`config.mk`:
```
export PLATFORM = sky130hd
export DESIGN_NAME = param_cache_control
export DESIGN_NICKNAME = d
export VERILOG_FILES = /design/src/rtl/lc3b_types_pkg.sv /design/src/rtl/param_cache_control_plru_tree.sv /design/src/rtl/param_cache_control.sv
export SDC_FILE = /design/constraint.sdc
export NUM_CORES = 1
export LEC_CHECK = 0
export ABC_AREA = 1
export BUFFER_PORTS_ARGS = -buffer_cell sky130_fd_sc_hd__buf_4
export CORE_MARGIN = 2
export CORE_UTILIZATION = 40
export DETAILED_ROUTE_END_ITERATION = 16
export GPL_ROUTABILITY_DRIVEN = 1
export GPL_TIMING_DRIVEN = 1
export PLACE_DENSITY = 0.66
export SLEW_MARGIN = 20
export SYNTH_ARGS = -nofsm -noshare
export SYNTH_HDL_FRONTEND = slang
export SYNTH_HIERARCHICAL = 1
export SYNTH_SLANG_ARGS = --single-unit
```
`constraint.sdc`:
```
create_clock -name clk -period 4.8 [get_ports clk]
set_input_delay 0.48 -clock clk [delete_from_list [all_inputs] [get_ports clk]]
set_output_delay 0.48 -clock clk [all_outputs]
set_load 0.05 [all_outputs]
```
`src/rtl/lc3b_types_pkg.sv`:
```
// lc3b_types: shared cache-controller state encoding and tree-PLRU helpers.
// Trees are held in a 15-bit vector, which covers up to 16 ways. Node 0 is the root.
// Node i has children 2i+1 (lower half) and 2i+2 (upper half).
// A node bit of 0 steers the victim walk into the lower half.
package lc3b_types;

    typedef enum logic [2:0] {IDLE, HOLD, WRITE_BACK, FETCH, WRITE_THRU} cache_state_t;

    localparam int PLRU_MAX_LVLS = 4;

    // Follow the node bits from the root down to a leaf.
    function automatic logic [3:0] plru_victim(input logic [14:0] bits, input int lvls);
        logic [3:0] idx;
        logic [3:0] node;
        idx  = '0;
        node = '0;
        for (int l = 0; l < PLRU_MAX_LVLS; l++)
            if (l < lvls) begin
                idx  = {idx[2:0], bits[node]};
                node = {node[2:0], 1'b0} + 4'd1 + {3'b0, bits[node]};
            end
        return idx;
    endfunction

    // Set every node on the accessed way's path so that it points away from that way.
    // The way index is left-aligned so that its MSB always picks the root's branch.
    function automatic logic [14:0] plru_update(input logic [14:0] bits, input logic [3:0] way,
                                                input int lvls);
        logic [14:0] r;
        logic [3:0]  al;
        logic [3:0]  node;
        r    = bits;
        al   = way << (PLRU_MAX_LVLS - lvls);
        node = '0;
        for (int l = 0; l < PLRU_MAX_LVLS; l++)
            if (l < lvls) begin
                r[node] = ~al[3-l];
                node    = {node[2:0], 1'b0} + 4'd1 + {3'b0, al[3-l]};
            end
        return r;
    endfunction

endpackage

```
`src/rtl/param_cache_control_plru_tree.sv`:
```
// plru_tree: tree-PLRU update for an accessed way, plus the PLRU victim.
// Ports: plru_in (current node bits), way (accessed way),
// plru_out (updated node bits), victim (way reached by the PLRU walk).
module plru_tree
    import lc3b_types::*;
#(
    parameter int WAYS = 4
) (
    input  logic [WAYS-2:0]         plru_in,
    input  logic [$clog2(WAYS)-1:0] way,
    output logic [WAYS-2:0]         plru_out,
    output logic [$clog2(WAYS)-1:0] victim
);
    localparam int W = $clog2(WAYS);

    assign plru_out = (WAYS-1)'(plru_update(15'(plru_in), 4'(way), W));
    assign victim   = W'(plru_victim(15'(plru_in), W));

endmodule

```
`src/rtl/param_cache_control.sv`:
```
// param_cache_control: set-associative cache controller with tree-PLRU replacement.
// Ports: mem_read/mem_write/mem_resp form the CPU handshake.
// hit_vec/valid_vec/dirty_vec/plru_in carry the state of the indexed set.
// way_sel/load_*/valid_in/dirty_in/data_in_sel/addr_sel/plru_out/load_plru steer the arrays.
// pmem_read/pmem_write/pmem_resp form the backing-memory handshake.
module param_cache_control
    import lc3b_types::*;
#(
    parameter int WAYS        = 4,
    parameter int HOLD_CYCLES = 2,
    parameter int WB_ENABLE   = 1
) (
    input  logic                    clk,
    input  logic                    rst_n,
    input  logic                    mem_read,
    input  logic                    mem_write,
    output logic                    mem_resp,
    input  logic [WAYS-1:0]         hit_vec,
    input  logic [WAYS-1:0]         valid_vec,
    input  logic [WAYS-1:0]         dirty_vec,
    input  logic [WAYS-2:0]         plru_in,
    output logic [WAYS-2:0]         plru_out,
    output logic                    load_plru,
    output logic [$clog2(WAYS)-1:0] way_sel,
    output logic [WAYS-1:0]         load_data,
    output logic [WAYS-1:0]         load_tag,
    output logic                    valid_in,
    output logic                    dirty_in,
    output logic                    data_in_sel,
    output logic                    addr_sel,
    output logic                    pmem_read,
    output logic                    pmem_write,
    input  logic                    pmem_resp
);
    localparam int W = $clog2(WAYS);
    localparam logic WB = WB_ENABLE != 0;
    localparam logic [WAYS-1:0] ONE = WAYS'(1);
    localparam cache_state_t AFTER_HIT = (HOLD_CYCLES == 0) ? IDLE : HOLD;

    cache_state_t    state, state_n;
    logic [W-1:0]    victim, hit_idx, inv_idx, plru_vic, pick;
    logic [WAYS-2:0] plru_upd;
    logic [2:0]      hold_cnt;
    logic            req, hit_one, miss;

    assign req     = mem_read ^ mem_write;
    assign hit_one = $onehot(hit_vec);
    assign miss    = hit_vec == '0;
    assign pick    = &valid_vec ? plru_vic : inv_idx;

    always_comb begin
        hit_idx = '0;
        inv_idx = '0;
        for (int i = 0; i < WAYS; i++)
            if (hit_vec[i]) hit_idx = W'(i);
        for (int i = WAYS - 1; i >= 0; i--)
            if (!valid_vec[i]) inv_idx = W'(i);
    end

    plru_tree #(.WAYS(WAYS)) u_plru (
        .plru_in  (plru_in),
        .way      (hit_idx),
        .plru_out (plru_upd),
        .victim   (plru_vic)
    );

    always_ff @(posedge clk or negedge rst_n) begin
        if (!rst_n) begin
            state    <= IDLE;
            victim   <= '0;
            hold_cnt <= '0;
        end else begin
            state <= state_n;
            if (state == IDLE && req && miss) victim <= pick;
            if (state_n == HOLD && state != HOLD) hold_cnt <= 3'(HOLD_CYCLES - 1);
            else if (state == HOLD) hold_cnt <= hold_cnt - 3'd1;
        end
    end

    // Outputs are gated by rst_n so that an asserted reset silences the pmem strobes and the
    // array writes at once, without waiting for a clock edge.
    always_comb begin
        state_n     = state;
        mem_resp    = 1'b0;
        plru_out    = plru_in;
        load_plru   = 1'b0;
        way_sel     = '0;
        load_data   = '0;
        load_tag    = '0;
        valid_in    = 1'b0;
        dirty_in    = 1'b0;
        data_in_sel = 1'b0;
        addr_sel    = 1'b0;
        pmem_read   = 1'b0;
        pmem_write  = 1'b0;
        if (rst_n) begin
            case (state)
                IDLE: begin
                    if (req && hit_one) begin
                        way_sel   = hit_idx;
                        load_plru = 1'b1;
                        plru_out  = plru_upd;
                        mem_resp  = !(mem_write && !WB);
                        load_data = mem_write ? ONE << hit_idx : '0;
                        load_tag  = (mem_write && WB) ? ONE << hit_idx : '0;
                        valid_in  = mem_write && WB;
                        dirty_in  = mem_write && WB;
                        state_n   = (mem_write && !WB) ? WRITE_THRU : AFTER_HIT;
                    end else if (req && miss) begin
                        state_n = (valid_vec[pick] && dirty_vec[pick] && WB) ? WRITE_BACK : FETCH;
                    end
                end
                HOLD: state_n = (hold_cnt == 3'd0) ? IDLE : HOLD;
                WRITE_BACK: begin
                    pmem_write = 1'b1;
                    addr_sel   = 1'b1;
                    way_sel    = victim;
                    state_n    = pmem_resp ? FETCH : WRITE_BACK;
                end
                FETCH: begin
                    pmem_read   = 1'b1;
                    data_in_sel = 1'b1;
                    way_sel     = victim;
                    load_data   = pmem_resp ? ONE << victim : '0;
                    load_tag    = pmem_resp ? ONE << victim : '0;
                    valid_in    = pmem_resp;
                    state_n     = pmem_resp ? IDLE : FETCH;
                end
                WRITE_THRU: begin
                    pmem_write = 1'b1;
                    mem_resp   = pmem_resp;
                    state_n    = pmem_resp ? AFTER_HIT : WRITE_THRU;
                end
                default: state_n = IDLE;
            endcase
        end
    end

endmodule

```
==> results of run 1 <==
[stage by stage]
step                utilization (%)  std cells  total power [mW]
floorplan                         -        166             0.337
global placement               53.4        229             0.405
detailed placement             53.4        229             0.413
CTS                            54.3        232             0.467
global route                   54.3        232             0.508
finish                         54.3        232             0.461
[final timing paths]
kind                                         startpoint                      end  slack [ns]  cells past startpoint
worst max-delay path                         hit_vec[1]              load_tag[2]        1.51                     12
worst max register to register       state[0]$_DFF_PN0_  hold_cnt[0]$_DFFE_PN0P_        3.24                     12
worst min-delay path                              rst_n    victim[0]$_DFFE_PN0P_        0.05                      1
max in group asynchronous                         rst_n  hold_cnt[2]$_DFFE_PN0P_        4.60                      1
min in group clk                hold_cnt[0]$_DFFE_PN0P_  hold_cnt[0]$_DFFE_PN0P_        0.48                      2
worst min register to register  hold_cnt[0]$_DFFE_PN0P_  hold_cnt[0]$_DFFE_PN0P_        0.48                      2
[cell type report]
| cell class | instances | share of cell area, % |
|---|---|---|
| Multi-Input combinational cell | 115 | 46.8 |
| Clock buffer | 3 | 1.72 |
| Inverter | 36 | 10.3 |
| Sequential cell | 8 | 15.3 |
| Tap cell | 30 | 2.87 |
| Timing Repair Buffer | 40 | 22.9 |
[layout by cell type, fill, tap and decap left out, types with 2 or more instances in the layout]
cell type,instances
dfrtp_1,8
inv_1,29
a22oi_1,2
nor2_2,4
o21bai_1,2
o21ai_0,4
nand3_1,13
nand2_2,4
nand2_4,2
a21oi_1,5
nor2_1,18
inv_2,7
clkbuf_4,3
nand2_1,46
ha_1,5
buf_4,40
[routing by layer]
layer	vias up	part of all wire [%]	GRT usage [%]
li1	572	-	-
met1	464	45	21.8
met2	21	51	33.7
met3	2	3.9	1.11
met4	0	0.65	8.55
met5	-	0	0
[sequential cells by signal, summed over array words and instances (netlist names)]
register	count
state	3
hold_cnt	3
victim	2
[worst max-delay path, cell delays in order]
cell     delay [ns]
buf_4          0.08
inv_1          0.08
fa_1           0.51
inv_1          0.05
ha_1           0.17
ha_1           0.26
nor2_1         0.17
nand4_2        0.17
nor2_1         0.28
nand3_1        0.13
a21oi_1        0.20
buf_4          0.23
[cells by family (layout without fill, tap and decap cells)]
logic type	count (synthesis)	after routing	share of synthesized area (%)
AO/OA/AOI/OAI	17	17	10.4
buffers and inverters	43	79	18.4
XOR/XNOR	1	1	0.878
flip-flops	8	8	20.1
AND/OR/NAND/NOR	91	91	41.9
adder cells (fa/ha/maj)	6	6	8.28
[power by group]
part	leakage, nW	internal [mW]	switching, mW
clock	0.0138	0.0285	0.0214
combinational	0.678	0.0991	0.193
sequential	0.102	0.0941	0.0251
==> results by group, run 1 <==
STA
  • Fmax: just over 0.3 GHz
  • Min Tclk post-route: ~3.3 ns
  • Worst relative slew slack: around three quarters
  • Setup TNS: 0 ns
  • Final hold violation count: 0
  • Final setup viols: 0
  • Pins Over Slew Limit: 0
  • Final worst-path cycle share: roughly 69%
  • RSZ-0062 raised after global routing: no
  • Final clock skew: 0.00298 ns
  • Worst setup margin: roughly 1.5 ns
  • Fin Hold WS: 0.0526 ns
  • Worst-Margin Slew: 0.384 ns

CTS
  • Clk_lat worst skew: roughly 0.25 ns
  • Resized cells post-CTS: 0
  • CTS max path bufs: 2
  • Clock Pin Slew Worst Setup and Hold Paths: 0.05 ns
  • Clock sink count: 8
  • Post-CTS Repair Setup Buffers: 0
  • H-tree depth: 1
  • Post-cts hold buffer count: 0
  • TritonCTS clock tree: built
  • CTS buffer count: 3
  • Clock Tree Root: clkbuf_4

Pwr
  • Leak: slightly below 0.8 nW
  • Power Density: 352 nW/um2
  • Max rail drop VDD: between 0.0002 and 0.0003 V

Placed design
  • Detailed Place HPWL: ~2000 um
  • GPL Wtd Cong: ~0.8
  • IO buf count: 40
  • Placed cell area: around 1300 um2
  • Place WS: about 1.5 ns

Worst setup path
  • Startpoint types: input pin
  • CP Capture Type: primary output
  • CP required: approximately 4.3 ns
  • CP max FO: 5
  • Data arrival time of the worst path: between 2 and 3 ns
  • CP Class: input pin to primary output

Floorplan
  • Placeable Area: around 2400 um2
  • Die height: between 50 and 60 um
  • Total die area: approximately 2900 um2
  • Die Span X: 53.9 um
  • Initial core utilization: roughly two fifths
  • Io pins: 41
  • # rows: 18

Status
  • Outcome: completed

Route
  • Via density: roughly 4.6
  • Drt first-iter violations: 19
  • DRT Wirelength: ~2300 um
  • Final ANT Viol Nets: 0
  • Routed wire per std cell: roughly 10 um
  • TritonRoute pass-1 iters: 4
  • DR vias: 1059
  • # DRC: 0

Logic synthesis
  • Post-Syn Nets: 192
  • Main synth FF type: dfrtp_1
  • Largest area contributor in the synthesized netlist: dfrtp_1
  • Number of synthesized flops with an enable pin: 0
  • Synth top area share: about 20%
  • Synthesized flop and latch total: 8
  • Top cells by area, synth: dfrtp_1, nand2_1, inv_1
  • Sequential element share of the synthesized area: between 20% and 30%
  • Most common library cells after synthesis: nand2_1, inv_1, nor2_1
  • Synth warn: 6
  • Post-Synthesis Cell Area: roughly 1000 um2
  • Most common cell in the synthesized netlist: nand2_1
  • Synthesized instance count: 166
  • Synth unique cells: 26
  • Async set-or-reset flop fraction in the synthesized netlist: 100%
  • Syn_area_per_cell: 6.01 um2

Global route
  • Largest net degree at the start of global routing: 14
  • First-pass GRT wire length: 3990 um
  • Grt ovf: 0
  • Gr usage total: a little under a fifth
  • Initial antenna violation count: 0
  • Vias in the first global route: roughly 1k

Layout
  • Ant diodes: 0
  • Finished Cell Area: 1310 um2
  • Share of cells above drive strength 1: a little under a third
  • Storage element area: approximately 200 um2
  • Final nets: 230
  • Synth-to-Final Area Change: 31.2%
  • Fill count: 254
  • Multi-input gate area: between 600 and 700 um2

Job
  • Max Cap Viol: 0

Worst hold path
  • Hold Crit Class: input pin to async pin
Note: power is estimated with default switching activity, not from simulation.
==> run 2, diff against run 1 <==
==> constraint.sdc (replaced) <==
create_clock -name clk -period 3.1 [get_ports clk]
set_input_delay 0.31 -clock clk [delete_from_list [all_inputs] [get_ports clk]]
set_output_delay 0.31 -clock clk [all_outputs]
set_load 0.05 [all_outputs]
==> run 2 against run 1 <==
Against the previous run: non-clock buffer count grew 1; first-iteration DRC count shrank 26%; cell area grew 3.3%; clock power grew 52%; combinational power grew 54%; via count grew 1.4%; cell count grew 0.43%; utilization grew 1.8 points; global-route usage shrank 1.4 points; critical path type unchanged; largest cell class unchanged.
==> results by group, run 2 (same netlist as run 1, synthesis figures left out) <==
Global route
  • First-pass GRT wire length: 3760 um (-5.7%)
  • Gr usage total: 17.1% (-1.4 points)
  • Vias in the first global route: 960 (-4.5%)
  • Initial antenna violation count: 0 (unchanged)
  • Largest net degree at the start of global routing: 14 (unchanged)
  • Grt ovf: 0 (unchanged)

CTS
  • Clock sink count: 8 (unchanged)
  • H-tree depth: 1 (unchanged)
  • Clock Pin Slew Worst Setup and Hold Paths: 0.05 ns (about the same)
  • TritonCTS clock tree: built
  • Clk_lat worst skew: 0.25 ns (about the same)
  • Clock Tree Root: clkbuf_4
  • CTS max path bufs: 2 (unchanged)
  • CTS buffer count: 3 (unchanged)

STA
  • Final clock skew: 0.00160 ns (-0.00137 ns)
  • Setup TNS: 0 ns (unchanged)
  • RSZ-0062 raised after global routing: no
  • Final hold violation count: 0 (unchanged)
  • Min Tclk post-route: ~2.9 ns
  • Final setup viols: 0 (unchanged)
  • Worst-Margin Slew: 0.515 ns (+0.131 ns)
  • Fmax: 0.350 GHz
  • Worst relative slew slack: 65.6% (-8.5 points)
  • Pins Over Slew Limit: 0 (unchanged)
  • Final worst-path cycle share: between 90% and 100%

Worst setup path
  • CP max FO: 5 (unchanged)
  • Max stage delay on crit path: 0.52 ns (about the same)
  • Critical Path Sink: load_data[1]
  • CP startpoint: hit_vec[1]
  • Startpoint types: input pin
  • Critical R2R Capture: hold_cnt[0]$_DFFE_PN0P_
  • CP max-delay cell: fa_1
  • CP Cell Sequence: buf_4, inv_1, fa_1, inv_1, ha_1, ha_1, nor2_1, nand4_2, nor2_2, nand3_1, a21oi_4, buf_4
  • Reg2reg start: state[0]$_DFF_PN0_
  • Data arrival time of the worst path: 2.55 ns (-0.26 ns)
  • CP required: 2.79 ns (-1.53 ns)
  • FF-to-FF path depth: 12 (unchanged)
  • CP Capture Type: primary output
  • CP Class: input pin to primary output
  • R2R Setup Slk: 1.57 ns (-1.67 ns)

Layout
  • Fill count: 250 (-1.6%)
  • Commonest non-fill, non-tap cell in the layout: nand2_1
  • Largest regs: hold_cnt x3, state x3, victim x2
  • Synth-to-Final Area Change: 35.6%
  • Share of cells above drive strength 1: 34.5% (+2.8 points)
  • Storage element area: 200 um2 (unchanged)
  • Finished Cell Area: 1350 um2 (+3.3%)
  • Ant diodes: 0 (unchanged)
  • Most frequent cells in the layout: nand2_1, buf_4, inv_1
  • Multi-input gate area: 647 um2 (+5.5%)
  • Final nets: 231 (+0.43%)

Pwr
  • Max rail drop VDD: 0.000537 V (+110%)
  • Power Density: 526 nW/um2 (+49%)
  • Leak: 0.798 nW (+0.53%)

Floorplan
  • Io pins: 41 (unchanged)
  • # rows: 18 (unchanged)
  • Die Span X: 53.9 um (unchanged)
  • Initial core utilization: 41.4% (unchanged)
  • Placeable Area: 2410 um2 (unchanged)
  • Total die area: 2910 um2 (unchanged)
  • Die height: 53.9 um (unchanged)

Route
  • # DRC: 0 (unchanged)
  • DR vias: 1074 (+1.4%)
  • Final ANT Viol Nets: 0 (unchanged)
  • Routed wire per std cell: 9.49 um (-5.3%)
  • TritonRoute pass-1 iters: 4 (unchanged)
  • DRT Wirelength: 2210 um (-4.9%)
  • Via density: 4.61 (+0.98%)
  • Drt first-iter violations: 14 (-5)

Placed design
  • Detailed Place HPWL: 1940 um (-2.1%)
  • IO buf count: 40 (unchanged)
  • Placed cell area: 1320 um2 (+2.4%)
  • GPL Wtd Cong: 0.771 (-3.3%)

Job
  • Max Cap Viol: 0 (unchanged)

Status
  • Outcome: completed

Worst hold path
  • Hold Crit Class: input pin to async pin
## run 2: changes by cell type in the layout (fill, tap and decap cells not counted), sizes merged
cell	previous run	this run
dlygate4sd3	0	1
## run 2: area by class of cell
| class | instances | area share, % |
|---|---|---|
| multi-input cells | 115 | 47.8 |
| repair buffers | 41 | 22.9 |
| flip-flops and latches | 8 | 14.8 |
| inverters | 36 | 9.99 |
| well taps | 30 | 2.78 |
| clock buffers | 3 | 1.67 |
## run 2: report_power, final
part	total, mW	internal (mW)	leakage, nW	switching (mW)
clock	0.0760	0.0441	0.0138	0.0320
combinational	0.451	0.154	0.682	0.296
sequential	0.186	0.146	0.102	0.0397
## run 2: repair_timing
item / CTS / global route
endpoints found under the setup margin: 0 / 6
gates resized for setup: 0 / 1
setup buffers: 0 / 0
hold endpoints to repair: 8 / 0
hold buffers: 1 / 0
## run 2: per-layer routing
metal,GRT usage [%],wire [um]
met5,0,0
met4,3.85,8
met3,1.94,86
met2,31.9,1100
met1,20.6,1010
## run 2: how the worst min path moves through the flow
| stage | slack (ns) | end | startpoint | cells past startpoint |
|---|---|---|---|---|
| 2_1_floorplan | 0.01 | hold_cnt[0]$_DFFE_PN0P_ | rst_n | 0 |
| 3_3_place_gp | 0.14 | state[1]$_DFF_PN0_ | rst_n | 1 |
| 3_5_place_dp | 0.15 | state[1]$_DFF_PN0_ | rst_n | 1 |
| 4_1_cts | 0.42 | state[1]$_DFF_PN0_ | rst_n | 2 |
| 5_1_grt | 0.46 | victim[1]$_DFFE_PN0P_ | rst_n | 2 |
| 6_report | 0.43 | victim[0]$_DFFE_PN0P_ | rst_n | 2 |
## run 2: critical path, delay by kind of cell
family / cells / cell delay, ns
buf+inv: 4 / 0.42
simple gates: 4 / 0.71
compound gates: 1 / 0.16
fa+ha+maj: 3 / 0.95
## run 2: stage by stage
stage | utilization (%) | instances | setup WS [ns] | power [mW] | hold WS [ns]
finish | 56.1 | 233 | 0.240 | 0.712 | 0.427
global route | 56.1 | 233 | 0.0732 | 0.785 | 0.458
CTS | 56.0 | 233 | 0.135 | 0.721 | 0.420
detailed placement | 54.7 | 229 | 0.136 | 0.640 | 0.145
global placement | 54.7 | 229 | 0.209 | 0.630 | 0.143
floorplan | - | 166 | -0.0426 | 0.525 | 0.0144
==> run 3, diff against run 2 <==
--- a/config.mk
+++ b/config.mk
@@ -5,7 +5,6 @@
 export SDC_FILE = /design/constraint.sdc
 export NUM_CORES = 1
 export LEC_CHECK = 0
-export ABC_AREA = 1
 export BUFFER_PORTS_ARGS = -buffer_cell sky130_fd_sc_hd__buf_4
 export CORE_MARGIN = 2
 export CORE_UTILIZATION = 40
==> run 3 against run 2 <==
Against the previous run: critical path depth is the same; largest cell class unchanged; fmax shrank 1.8%; clock power grew 6.1%; sequential cell count is the same; utilization grew 0.15 points; largest power group unchanged; total power shrank 9.0%.
==> results by group, run 3 <==
Logic synthesis
  • Synth top area share: 19.9% (-0.15 points)
  • Synthesized flop and latch total: 8 (unchanged)
  • Most common cell in the synthesized netlist: inv_1
  • Main synth FF type: dfrtp_1
  • Async set-or-reset flop fraction in the synthesized netlist: 100% (unchanged)
  • Number of synthesized flops with an enable pin: 0 (unchanged)
  • Post-Synth XOR/XNOR Area: 2.62% (+1.7 points)
  • Synthesized instance count: 133 (-20%)
  • Main combinational cell family by area after synthesis: simple AND/OR/NAND/NOR gates
  • Sequential element share of the synthesized area: 19.9% (-0.15 points)
  • Synth Area in Adders: 8.22% (-0.062 points)
  • Largest area contributor in the synthesized netlist: dfrtp_1
  • Post-Synthesis Cell Area: 1000 um2 (+0.75%)
  • Top cells by area, synth: dfrtp_1, buf_4, inv_1
  • Most common library cells after synthesis: inv_1, nand2_1, nor2_1
  • Syn_area_per_cell: 7.55 um2 (+26%)
  • Synth warn: 6 (unchanged)
  • Synth Area in Simple Gates: 27.0% (-15 points)
  • Post-synthesis compound-gate area fraction: 20.4% (+10 points)
  • Post-Syn Nets: 159 (-17%)
  • Post-synthesis mux area share: 7.10% (+7.1 points)
  • Synth unique cells: 41 (+58%)

Layout
  • Ant diodes: 0 (unchanged)
  • Largest regs: hold_cnt x3, state x3, victim x2
  • Commonest non-fill, non-tap cell in the layout: buf_4
  • Synth-to-Final Area Change: 36.2%
  • Final nets: 198 (-14%)
  • Share of cells above drive strength 1: 37.6% (+3.2 points)
  • Layout Cells excl Fill: 200 (-14%)
  • Most frequent cells in the layout: buf_4, inv_1, nand2_1
  • Final Core Density: 56.3% (+0.15 points)
  • Finished Cell Area: 1370 um2 (+1.2%)

Global route
  • Initial antenna violation count: 0 (unchanged)
  • Grt ovf: 0 (unchanged)
  • Vias in the first global route: 894 (-6.9%)
  • Largest net degree at the start of global routing: 18 (+4)
  • Gr usage total: 17.4% (+0.32 points)
  • First-pass GRT wire length: 3760 um (unchanged)

Worst setup path
  • Max stage delay on crit path: 0.53 ns (about the same)
  • Critical R2R Capture: hold_cnt[0]$_DFFE_PN0P_
  • CP max FO: 6 (+1)
  • FF-to-FF path depth: 5 (-7)
  • Data arrival time of the worst path: 2.60 ns (+0.05 ns)
  • Critical path's top delay family: adder cells
  • CP startpoint: hit_vec[0]
  • CP Capture Type: primary output
  • R2R Setup Slk: 1.37 ns (-0.20 ns)
  • Crit path depth: 12 (unchanged)
  • CP Class: input pin to primary output
  • CP max-delay cell: fa_1
  • Buf+Inv Stages, Crit Path: 5 (+1)
  • Critical Path Sink: plru_out[1]
  • CP most frequent cell: buf_4
  • CP required: 2.79 ns (about the same)
  • Reg2reg start: state[2]$_DFF_PN0_
  • Startpoint types: input pin
  • CP Cell Sequence: buf_4, inv_1, fa_1, inv_1, ha_1, ha_1, nor3b_2, and3_4, buf_4, nand2_2, mux2_2, buf_4

Status
  • Outcome: completed

Floorplan
  • # rows: 18 (unchanged)
  • Die height: 54.1 um (+0.34%)
  • Total die area: 2930 um2 (+0.69%)
  • Placeable Area: 2430 um2 (+0.93%)
  • Die Span X: 54.1 um (+0.34%)
  • Initial core utilization: 41.3% (-0.074 points)
  • Io pins: 41 (unchanged)

CTS
  • H-tree depth: 1 (unchanged)
  • Post-CTS Repair Setup Buffers: 0 (unchanged)
  • Clock Pin Slew Worst Setup and Hold Paths: 0.06 ns (about the same)
  • TritonCTS clock tree: built
  • CTS max path bufs: 2 (unchanged)
  • Clock Tree Root: clkbuf_4
  • Clock sink count: 8 (unchanged)
  • CTS buffer count: 3 (unchanged)
  • Clk_lat worst skew: 0.26 ns (about the same)

Placed design
  • GPL Wtd Cong: 0.896 (+16%)
  • Place WS: 0.0663 ns (-0.0698 ns)
  • Inst Count DP: 196 (-14%)
  • Detailed Place HPWL: 1950 um (+0.75%)
  • IO buf count: 40 (unchanged)
  • Placed cell area: 1330 um2 (+0.66%)

STA
  • Final setup viols: 0 (unchanged)
  • Worst relative slew slack: 72.5% (+6.9 points)
  • Worst-Margin Slew: 0.409 ns (-0.106 ns)
  • Min Tclk post-route: 2.91 ns (+0.0514 ns)
  • RSZ-0062 raised after global routing: no
  • Final clock skew: 0.00602 ns (+0.00442 ns)
  • Final hold violation count: 0 (unchanged)
  • Setup TNS: 0 ns (unchanged)
  • Pins Over Slew Limit: 0 (unchanged)
  • Fmax: 0.343 GHz (-1.8%)
  • Fin Hold WS: 0.392 ns (-0.0344 ns)
  • Final worst-path cycle share: 93.9% (+1.7 points)
  • Worst setup margin: 0.188 ns (-0.0514 ns)

Route
  • Final ANT Viol Nets: 0 (unchanged)
  • DRT Wirelength: 2400 um (+8.5%)
  • Met1 Routed Length: 1060 um (+5.0%)
  • Via density: 5.25 (+14%)
  • Routed wire per std cell: 12.0 um (+26%)
  • Drt first-iter violations: 17 (+3)
  • TritonRoute pass-1 iters: 4 (unchanged)
  • Top sig layer: met4
  • Met2 Routed Length: 1210 um (+9.7%)
  • DR vias: 1049 (-2.3%)
  • # DRC: 0 (unchanged)
  • Metal3 WL: 112 um (+30%)

Job
  • Max Cap Viol: 0 (unchanged)

Pwr
  • Power Density: 473 nW/um2 (-10%)
  • Max rail drop VDD: 0.000315 V (-41%)
  • Pwr Total: 648 uW (-9.0%)
  • Leak: 0.673 nW (-16%)

Worst hold path
  • Hold Crit Class: input pin to flop
[run 3: how the worst min path moves through the flow]
stage                     cells past startpoint      start                 endpoint
after global routing                          4  pmem_resp       state[2]$_DFF_PN0_
after CTS                                     4  pmem_resp       state[2]$_DFF_PN0_
after floorplan                               0      rst_n  hold_cnt[0]$_DFFE_PN0P_
after global placement                        1      rst_n       state[1]$_DFF_PN0_
after detailed placement                      1      rst_n  hold_cnt[2]$_DFFE_PN0P_
final                                         4  pmem_resp       state[2]$_DFF_PN0_
[run 3: final cells by class]
type / count / area [um2]
inverter: 17 / 63.8
tap: 30 / 37.5
clock buffer: 3 / 22.5
sequential: 8 / 200
multi-input combinational: 97 / 704
fill: 223 / 1060
timing repair buffer: 45 / 340
[run 3: cell families (layout without fill, tap and decap cells)]
logic type,after synthesis,in the layout
buffers and inverters,28,65
XOR/XNOR,3,3
multiplexers,6,6
AO/OA/AOI/OAI,30,30
AND/OR/NAND/NOR,52,52
adder cells (fa/ha/maj),6,6
flip-flops,8,8
[run 3: timing repair]
| action | CTS | global route |
|---|---|---|
| endpoints found under the setup margin | 0 | 11 |
| hold buffers | 1 | 0 |
| endpoints found under the hold margin | 8 | 0 |
| resized for setup | 0 | 3 |
[run 3: where the power goes]
part           internal [mW]  leakage (nW)  total (mW)  switching [mW]
sequential             0.143         0.101       0.202          0.0592
clock                 0.0444        0.0138      0.0806          0.0362
combinational          0.149         0.558       0.365           0.216
[run 3: layer usage]
layer / GRT usage [%] / vias up
met5: 0 / -
met3: 3.61 / 2
met2: 30.3 / 34
met1: 22.2 / 484
li1: - / 529
met4: 3.33 / 0
[run 3: worst register-to-register path, cell delays in order (launching register included)]
cell     delay, ns
dfrtp_1       0.49
nor3_2        0.27
nand4_2       0.23
o311a_1       0.38
o21ai_0       0.17
a21oi_1       0.06
